File: config.mk
export PLATFORM = sky130hd
export DESIGN_NAME = sc_test_ctrl
export DESIGN_NICKNAME = d
export VERILOG_FILES = /design/src/rtl/sc_test_ctrl.sv
export SDC_FILE = /design/constraint.sdc
export NUM_CORES = 1
export LEC_CHECK = 0
export BUFFER_PORTS_ARGS = -buffer_cell sky130_fd_sc_hd__clkbuf_2
export CAP_MARGIN = 25
export CORE_MARGIN = 1.5
export CORE_UTILIZATION = 50
export CTS_BUF_LIST = sky130_fd_sc_hd__clkbuf_4
export CTS_CLUSTER_DIAMETER = 30
export DETAILED_ROUTE_END_ITERATION = 12
export GPL_ROUTABILITY_DRIVEN = 0
export GPL_TIMING_DRIVEN = 0
export PLACE_DENSITY = 0.93
export SLEW_MARGIN = 20
export SYNTH_ARGS = -nofsm -noshare
export SYNTH_HDL_FRONTEND = slang
export SYNTH_SLANG_ARGS = --single-unit
File: constraint.sdc
create_clock -name i_clk -period 5 [get_ports i_clk]
set_input_delay 0.5 -clock i_clk [delete_from_list [all_inputs] [get_ports i_clk]]
set_output_delay 0.5 -clock i_clk [all_outputs]
set_load 0.02 [all_outputs]
File: src/rtl/sc_test_ctrl.sv
// rtl/sc_test_ctrl.sv - run controller: sequences core reset, counts run cycles, snoops tohost reports
// Results are latched on the RUN->DONE edge and held until the next start or reset.
module sc_test_ctrl #(
  parameter int                NUM_DUT        = 1,
  parameter int                ADDR_W         = 32,
  parameter int                DATA_W         = 32,
  parameter int                CNT_W          = 32,
  parameter int                RST_CYCLES     = 3,
  parameter int                TIMEOUT_CYCLES = 1000,
  parameter logic [ADDR_W-1:0] TOHOST_ADDR    = 32'h0000_7FFC
) (
  input  logic                      i_clk,
  input  logic                      i_reset,
  input  logic                      i_start,
  input  logic [NUM_DUT-1:0]        i_st_en,
  input  logic [NUM_DUT*ADDR_W-1:0] i_st_addr,
  input  logic [NUM_DUT*DATA_W-1:0] i_st_data,
  output logic                      o_dut_rst_n,
  output logic                      o_busy,
  output logic                      o_done,
  output logic                      o_pass,
  output logic                      o_timeout,
  output logic [NUM_DUT-1:0]        o_done_mask,
  output logic [NUM_DUT-1:0]        o_fail_mask,
  output logic [DATA_W-1:0]         o_fail_code,
  output logic [CNT_W-1:0]          o_cycle_cnt
);

  localparam logic [1:0] S_IDLE  = 2'd0;
  localparam logic [1:0] S_RESET = 2'd1;
  localparam logic [1:0] S_RUN   = 2'd2;
  localparam logic [1:0] S_DONE  = 2'd3;
  localparam int         RC_W    = $clog2(RST_CYCLES + 1);

  logic [1:0]         state;
  logic [RC_W-1:0]    rst_cnt;
  logic [NUM_DUT-1:0] rep;
  logic [NUM_DUT-1:0] bad;
  logic [NUM_DUT-1:0] done_nx;
  logic [NUM_DUT-1:0] fail_nx;
  logic [DATA_W-1:0]  code_nx;
  logic [ADDR_W-1:0]  a;
  logic [DATA_W-1:0]  d;
  logic               found;

  // Only the first tohost store of each core counts; the earliest failing
  // core (by index) owns the fail code, even if it reports later.
  always_comb begin
    rep     = '0;
    bad     = '0;
    code_nx = o_fail_code;
    found   = 1'b0;
    a       = '0;
    d       = '0;
    for (int k = 0; k < NUM_DUT; k++) begin
      a = i_st_addr[k*ADDR_W +: ADDR_W];
      d = i_st_data[k*DATA_W +: DATA_W];
      rep[k] = i_st_en[k] && (a == TOHOST_ADDR) && !o_done_mask[k];
      bad[k] = rep[k] && (d != DATA_W'(1));
    end
    for (int k = 0; k < NUM_DUT; k++) begin
      d = i_st_data[k*DATA_W +: DATA_W];
      if (!found && o_fail_mask[k]) begin
        found = 1'b1;
      end else if (!found && bad[k]) begin
        code_nx = d >> 1;
        found   = 1'b1;
      end
    end
    done_nx = o_done_mask | rep;
    fail_nx = o_fail_mask | bad;
  end

  always_ff @(posedge i_clk) begin
    if (!i_reset) begin
      state       <= S_IDLE;
      rst_cnt     <= '0;
      o_dut_rst_n <= 1'b0;
      o_busy      <= 1'b0;
      o_done      <= 1'b0;
      o_pass      <= 1'b0;
      o_timeout   <= 1'b0;
      o_done_mask <= '0;
      o_fail_mask <= '0;
      o_fail_code <= '0;
      o_cycle_cnt <= '0;
    end else if ((state == S_IDLE || state == S_DONE) && i_start) begin
      state       <= S_RESET;
      rst_cnt     <= '0;
      o_dut_rst_n <= 1'b0;
      o_busy      <= 1'b1;
      o_done      <= 1'b0;
      o_pass      <= 1'b0;
      o_timeout   <= 1'b0;
      o_done_mask <= '0;
      o_fail_mask <= '0;
      o_fail_code <= '0;
      o_cycle_cnt <= '0;
    end else begin
      case (state)
        S_RESET: begin
          rst_cnt <= rst_cnt + 1'b1;
          if (rst_cnt == RC_W'(RST_CYCLES - 1)) begin
            state       <= S_RUN;
            o_dut_rst_n <= 1'b1;
          end
        end
        S_RUN: begin
          o_cycle_cnt <= o_cycle_cnt + 1'b1;
          o_done_mask <= done_nx;
          o_fail_mask <= fail_nx;
          o_fail_code <= code_nx;
          if (&done_nx) begin
            state     <= S_DONE;
            o_busy    <= 1'b0;
            o_done    <= 1'b1;
            o_pass    <= (fail_nx == '0);
            o_timeout <= 1'b0;
          end else if (o_cycle_cnt == CNT_W'(TIMEOUT_CYCLES - 1)) begin
            state     <= S_DONE;
            o_busy    <= 1'b0;
            o_done    <= 1'b1;
            o_pass    <= 1'b0;
            o_timeout <= 1'b1;
          end
        end
        default: ;
      endcase
    end
  end

endmodule

# Word-level counts from Yosys, hierarchy flattened

Cells that the tools add are included.

Bits in registers: 74
Input bits: 68
Output and inout port bits: 71
Word-level logic and storage cells: 62

Add/subtract/negate cells: 2
Equality and inequality tests: 11
Mux-type cells: 13
Bitwise gates (word level): 5
Reduce and logical (&&, ||, !) cells: 19

Operators with widths:

| cell                                                   | number |
|---|---|
| adder 32 x 1 -> 32 bit (second input constant)         | 1 |
| equality test 32 x 10 -> 1 bit (second input constant) | 1 |
| equality test 32 x 15 -> 1 bit (second input constant) | 1 |
| != test 32 x 1 -> 1 bit (second input constant)        | 1 |
| two-way mux 1 bit                                      | 9 |
| AND reduction 3 bit                                    | 3 |
| equality test 2 bit (second input constant)            | 3 |
| two-way mux 2 bit                                      | 3 |
| != test 3 bit (second input constant)                  | 2 |
| AND reduction 2 bit                                    | 3 |
| nonzero test 2 bit                                     | 3 |
| nonzero test 3 bit                                     | 2 |
| logical AND 1 bit                                      | 4 |
| != test 4 bit (second input constant)                  | 1 |
| case mux 2 bit (2 select lines)                        | 1 |
| inverter 1 bit                                         | 3 |
| adder 2 x 1 -> 2 bit (second input constant)           | 1 |
| equality test 2 x 1 -> 1 bit (second input constant)   | 1 |
| zero test 2 bit                                        | 1 |
| != test 2 bit (second input constant)                  | 1 |
| bitwise OR 1 bit                                       | 2 |
| OR reduction 2 bit                                     | 1 |
| zero test 1 bit                                        | 1 |
| logical OR 1 bit                                       | 1 |

# Longest topological paths before layout

Depth in word-level cells: 7
Gate-level depth with buffers: 8
Gate-level depth less buffers: 7

# Worst setup path after synthesis

No wires, ideal clock.

Kind: input port to flip-flop
Start point: in i_st_addr[29]
End point: reg o_fail_code[0]
Library setup time: 0.132 ns
Data arrival time: 2.032 ns
Data required time: 4.868 ns
Setup slack: 2.836 ns
Stages: 7
Buffers on the path: 2
Cell sequence: nor4_1 > nand4_1 > or4_1 > clkbuf_1 > buf_2 > o31ai_1 > a21oi_1

Word-level cells in the longest chain between the ends: 5

RTL lines:

| what                           | RTL line | text |
|---|---|---|
| from (decl)                    | 16       | `input logic [NUM_DUT*ADDR_W-1:0] i_st_addr,` |
| equality test 32 x 15 -> 1 bit | 58       | `rep[k] = i_st_en[k] && (a == TOHOST_ADDR) && !o_done_mask[k];` |
| logical AND 1 bit (2 in a row) | 58       |  |
| logical AND 1 bit              | 59       | `bad[k] = rep[k] && (d != DATA_W'(1));` |
| AND reduction 3 bit (no line)  | n/a      |  |
| to (signal assigned)           | 112      | `o_fail_code <= code_nx;` |
| to (decl)                      | 25       | `output logic [DATA_W-1:0] o_fail_code,` |

Every way passes these cells.
A chain may end at the register's enable or synchronous reset.

# Final worst setup path

Start point: reg state[0]
End point: reg o_cycle_cnt[31]

Word-level cells in the longest chain between the ends: 4
Elaborated cells between the ends (all ways): 6
Those cells by class: 2 x eq/ne; 4 x reduce/logical

RTL lines:

| what                                                   | RTL line | text |
|---|---|---|
| from (decl)                                            | 35       | `logic [1:0] state;` |
| from (signal assigned)                                 | 76       | `state <= S_IDLE;` |
| from (signal assigned)                                 | 88       | `state <= S_RESET;` |
| from (signal assigned)                                 | 104      | `state <= S_RUN;` |
| equality test 2 bit or zero test 2 bit (tied branches) | 87       | `end else if ((state == S_IDLE \|\| state == S_DONE) && i_start) begin` |
| logical OR 1 bit                                       | 87       |  |
| logical AND 1 bit                                      | 87       |  |
| OR reduction 2 bit (no line)                           | n/a      |  |
| to (signal assigned)                                   | 109      | `o_cycle_cnt <= o_cycle_cnt + 1'b1;` |
| to (decl)                                              | 26       | `output logic [CNT_W-1:0] o_cycle_cnt` |

Parallel ways exist; a longest one is shown, timed or not.

==> impl_metrics.env <==
export IMPL_yosysSeqAreaShare_pct=42.7
export IMPL_die_area_um2=7440
export IMPL_area_growth_syn_to_layout_pct=26.3
export IMPL_antenna_found_initial=0
export IMPL_max_freq_mhz=420
export IMPL_period_needed_ns=2.38
export IMPL_powerDensity_nw_per_um2=238
export IMPL_core_area_um2=6760
export IMPL_postCtsResizedCells=0
export IMPL_cp_end_kind="register"
export IMPL_gr_total_overflow=0
export IMPL_nets=623
export IMPL_synth_ff_type="dfxtp_1"
export IMPL_num_rows=30
export IMPL_cts_root_buf="clkbuf_4"
export IMPL_synth_largest_area_cell="dfxtp_1"
export IMPL_min_path_type="in -> reg"
export IMPL_port_buffers=137
export IMPL_ir_drop_mv=0.147
export IMPL_hold_buffers=0
export IMPL_avgSynthCellArea_um2=8.62
export IMPL_cts_buffers=9
export IMPL_pwr_share_seq_pct=57.2
export IMPL_critPathSlowestCell="or4_1"
export IMPL_critical_path_max_stage_delay_ns=0.53
export IMPL_switching_share_pct=25.7
export IMPL_critical_path_max_fanout=10
export IMPL_vias_per_cell=6.02
export IMPL_cts_sinks=74
export IMPL_path_clk_slew_ns=0.12
export IMPL_fin_skew_ns=0.0159
export IMPL_power_frac_comb_pct=8.5
export IMPL_dp_cells=619
export IMPL_worstPathCellList="inv_1 > ha_1 > and4_4 > and4_2 > buf_2 > nand4_2 > or4_1 > a21oi_1"
export IMPL_grt_pass1_vias=3387
export IMPL_dp_final_hpwl_mm=7.49
export IMPL_synth_top_cell_area_share_pct=42.7
export IMPL_pwr_share_clk_pct=34.3
export IMPL_criticalPathCategory="reg -> reg"
export IMPL_synthTopCellsByArea="dfxtp_1, nand4_1, o31ai_1"
export IMPL_grtUsageTotal_pct=26.4
export IMPL_cts_tree="built"
export IMPL_worstSkewPairLatency_ns=0.42
export IMPL_p_int_w=0.000776
export IMPL_netlist_area_um2=3470
export IMPL_startpoint_type="register"
export IMPL_synth_edf_count=0
export IMPL_drt_iter0_markers=336
export IMPL_maxSlewHeadroom_pct=51.7
export IMPL_cap_violations=0
export IMPL_fin_cells=635
export IMPL_syn_inst=402
export IMPL_vias=3823
export IMPL_fin_tns_setup_ns=0
export IMPL_start_util_pct=51.3
export IMPL_synth_warnings=0
export IMPL_grt_first_pass_wirelength_mm=15.8
export IMPL_async_flop_share_pct=0
export IMPL_antenna_left=0
export IMPL_cts_htree_levels=3
export IMPL_diodes=0
export IMPL_first_pass_iters=5
export IMPL_grt_max_degree=13
export IMPL_max_slew_worst_pin_slew_ns=0.718
export IMPL_cts_setup_buffers=0
export IMPL_maxSlewViolCount=0
export IMPL_power_leakage_nw=1.71
export IMPL_critPathRequiredTime_ns=5.34
export IMPL_switching_power_w=0.000269
export IMPL_die_w_um=86.3
export IMPL_critical_path_buf_inv_count=2
export IMPL_io_pins=139
export IMPL_wl_per_cell_um=15.9
export IMPL_drc_errors=0
export IMPL_outcome="finished, final reports clean"
export IMPL_crit_family="simple AND/OR/NAND/NOR gates"
export IMPL_period_share_pct=47.6
export IMPL_wl_mm=10.1
export IMPL_hold_violations=0
export IMPL_crit_arrival_ns=2.73
export IMPL_die_h_um=86.3
export IMPL_ys_seq_elements=74
export IMPL_setup_viol=0
export IMPL_drive_gt1_share_pct=29.7
export IMPL_syn_nets=475
export IMPL_clk_path_buf_depth=2
export IMPL_synth_distinct_cells=49
export IMPL_rsz0062_at_grt="no"
Yosys cell counts (2+ instances only):
master     n
and3_1     3
and4b_1    2
buf_1      2
or4_1      3
ha_1       5
mux2i_1    2
o21ai_0   10
nand4_1   45
a21oi_1   42
o31ai_1   32
nor3_1     4
clkbuf_1  23
buf_2      6
inv_1      8
a31oi_1    2
a211oi_1   2
xnor2_1   10
nor2_1    33
xor2_1    13
nand2b_1   4
nor4_1    16
nand3_1   11
dfxtp_1   74
and4_1     5
nand2_1   14
or3_1      8
cell families after synthesis:
kind of cell | after synthesis | share of synthesized area (%)
DFF | 74 | 42.7
xor gates and xnor gates | 23 | 5.81
adders and majority gates | 5 | 1.80
other | 1 | 0.108
buffers and inverters | 40 | 4.66
and+or+nand+nor | 159 | 26.7
AOI/OAI and AO/OA | 98 | 17.6
muxes | 2 | 0.577
stage by stage:
| step | instance area (µm²) | total power (W) | hold WS [ns] | worst slack, ns | utilization, % |
|---|---|---|---|---|---|
| 2_1_floorplan | 3470 | 0.000652 | 0.460 | 2.84 | - |
| 3_3_place_gp | 4250 | 0.000695 | 0.450 | 2.50 | 62.9 |
| 3_5_place_dp | 4250 | 0.000698 | 0.460 | 2.43 | 62.9 |
| 4_1_cts | 4380 | 0.00105 | 0.308 | 2.64 | 64.8 |
| 5_1_grt | 4380 | 0.00108 | 0.318 | 2.48 | 64.8 |
| 6_report | 4380 | 0.00104 | 0.317 | 2.62 | 64.8 |
layout by cell type (no fill, tap or decap), types with 9 or more instances in the layout:
master / n
dfxtp_1: 74
xnor2_1: 10
clkbuf_1: 23
o31ai_1: 32
clkbuf_2: 137
nand3_1: 11
o21ai_0: 10
xor2_1: 13
nor2_1: 33
a21oi_1: 42
nand2_1: 14
nand4_1: 45
clkbuf_4: 9
nor4_1: 16
routing by layer:
metal / vias to the layer above / global-route usage [%] / wire length [µm]
li1: 1824 / - / -
met1: 1787 / 33.9 / 4190
met2: 178 / 43.5 / 4950
met3: 34 / 3.52 / 594
met4: 0 / 13.6 / 354
met5: - / 0 / 0
cell type report:
cell class | instances | area, µm²
fill | 570 | 2380
sequential | 74 | 1480
clock inverter | 7 | 60.1
buffer | 32 | 131
clock buffer | 9 | 67.6
tap | 80 | 100
inverter | 8 | 30.0
multi-input combinational | 288 | 1820
timing repair buffer | 137 | 686
final timing paths:
| check | start | endpoint | slack [ns] | depth (start not counted) |
|---|---|---|---|---|
| worst max-delay path | state[0] | o_cycle_cnt[31] | 2.62 | 8 |
| worst min-delay path | i_start | o_busy | 0.32 | 3 |
| worst max register to register | state[0] | o_cycle_cnt[31] | 2.62 | 8 |
| worst min register to register | o_busy | o_busy | 0.47 | 2 |
state kept, by name (all words and copies together), names as in the netlist:
name / count
o_fail_mask: 1
o_pass: 1
o_cycle_cnt: 32
o_done: 1
state: 2
o_timeout: 1
o_busy: 1
o_dut_rst_n: 1
o_done_mask: 1
o_fail_code: 31
rst_cnt: 2
power by group through the flow:
| stage | combinational, W | sequential [W] | clock, W |
|---|---|---|---|
| floorplan | 0.0000406 | 0.000612 | 0 |
| global placement | 0.0000849 | 0.000610 | 0 |
| detailed placement | 0.0000881 | 0.000610 | 0 |
| CTS | 0.0000887 | 0.000597 | 0.000360 |
| global route | 0.0000985 | 0.000598 | 0.000385 |
| finish | 0.0000893 | 0.000597 | 0.000358 |
worst reg2reg max path, cell delays in order, from the launching register on:
cell	delay, ns
dfxtp_1	0.36
inv_1	0.10
ha_1	0.24
and4_4	0.27
and4_2	0.22
buf_2	0.22
nand4_2	0.25
or4_1	0.53
a21oi_1	0.14
Power figures use the tool's default switching activity.
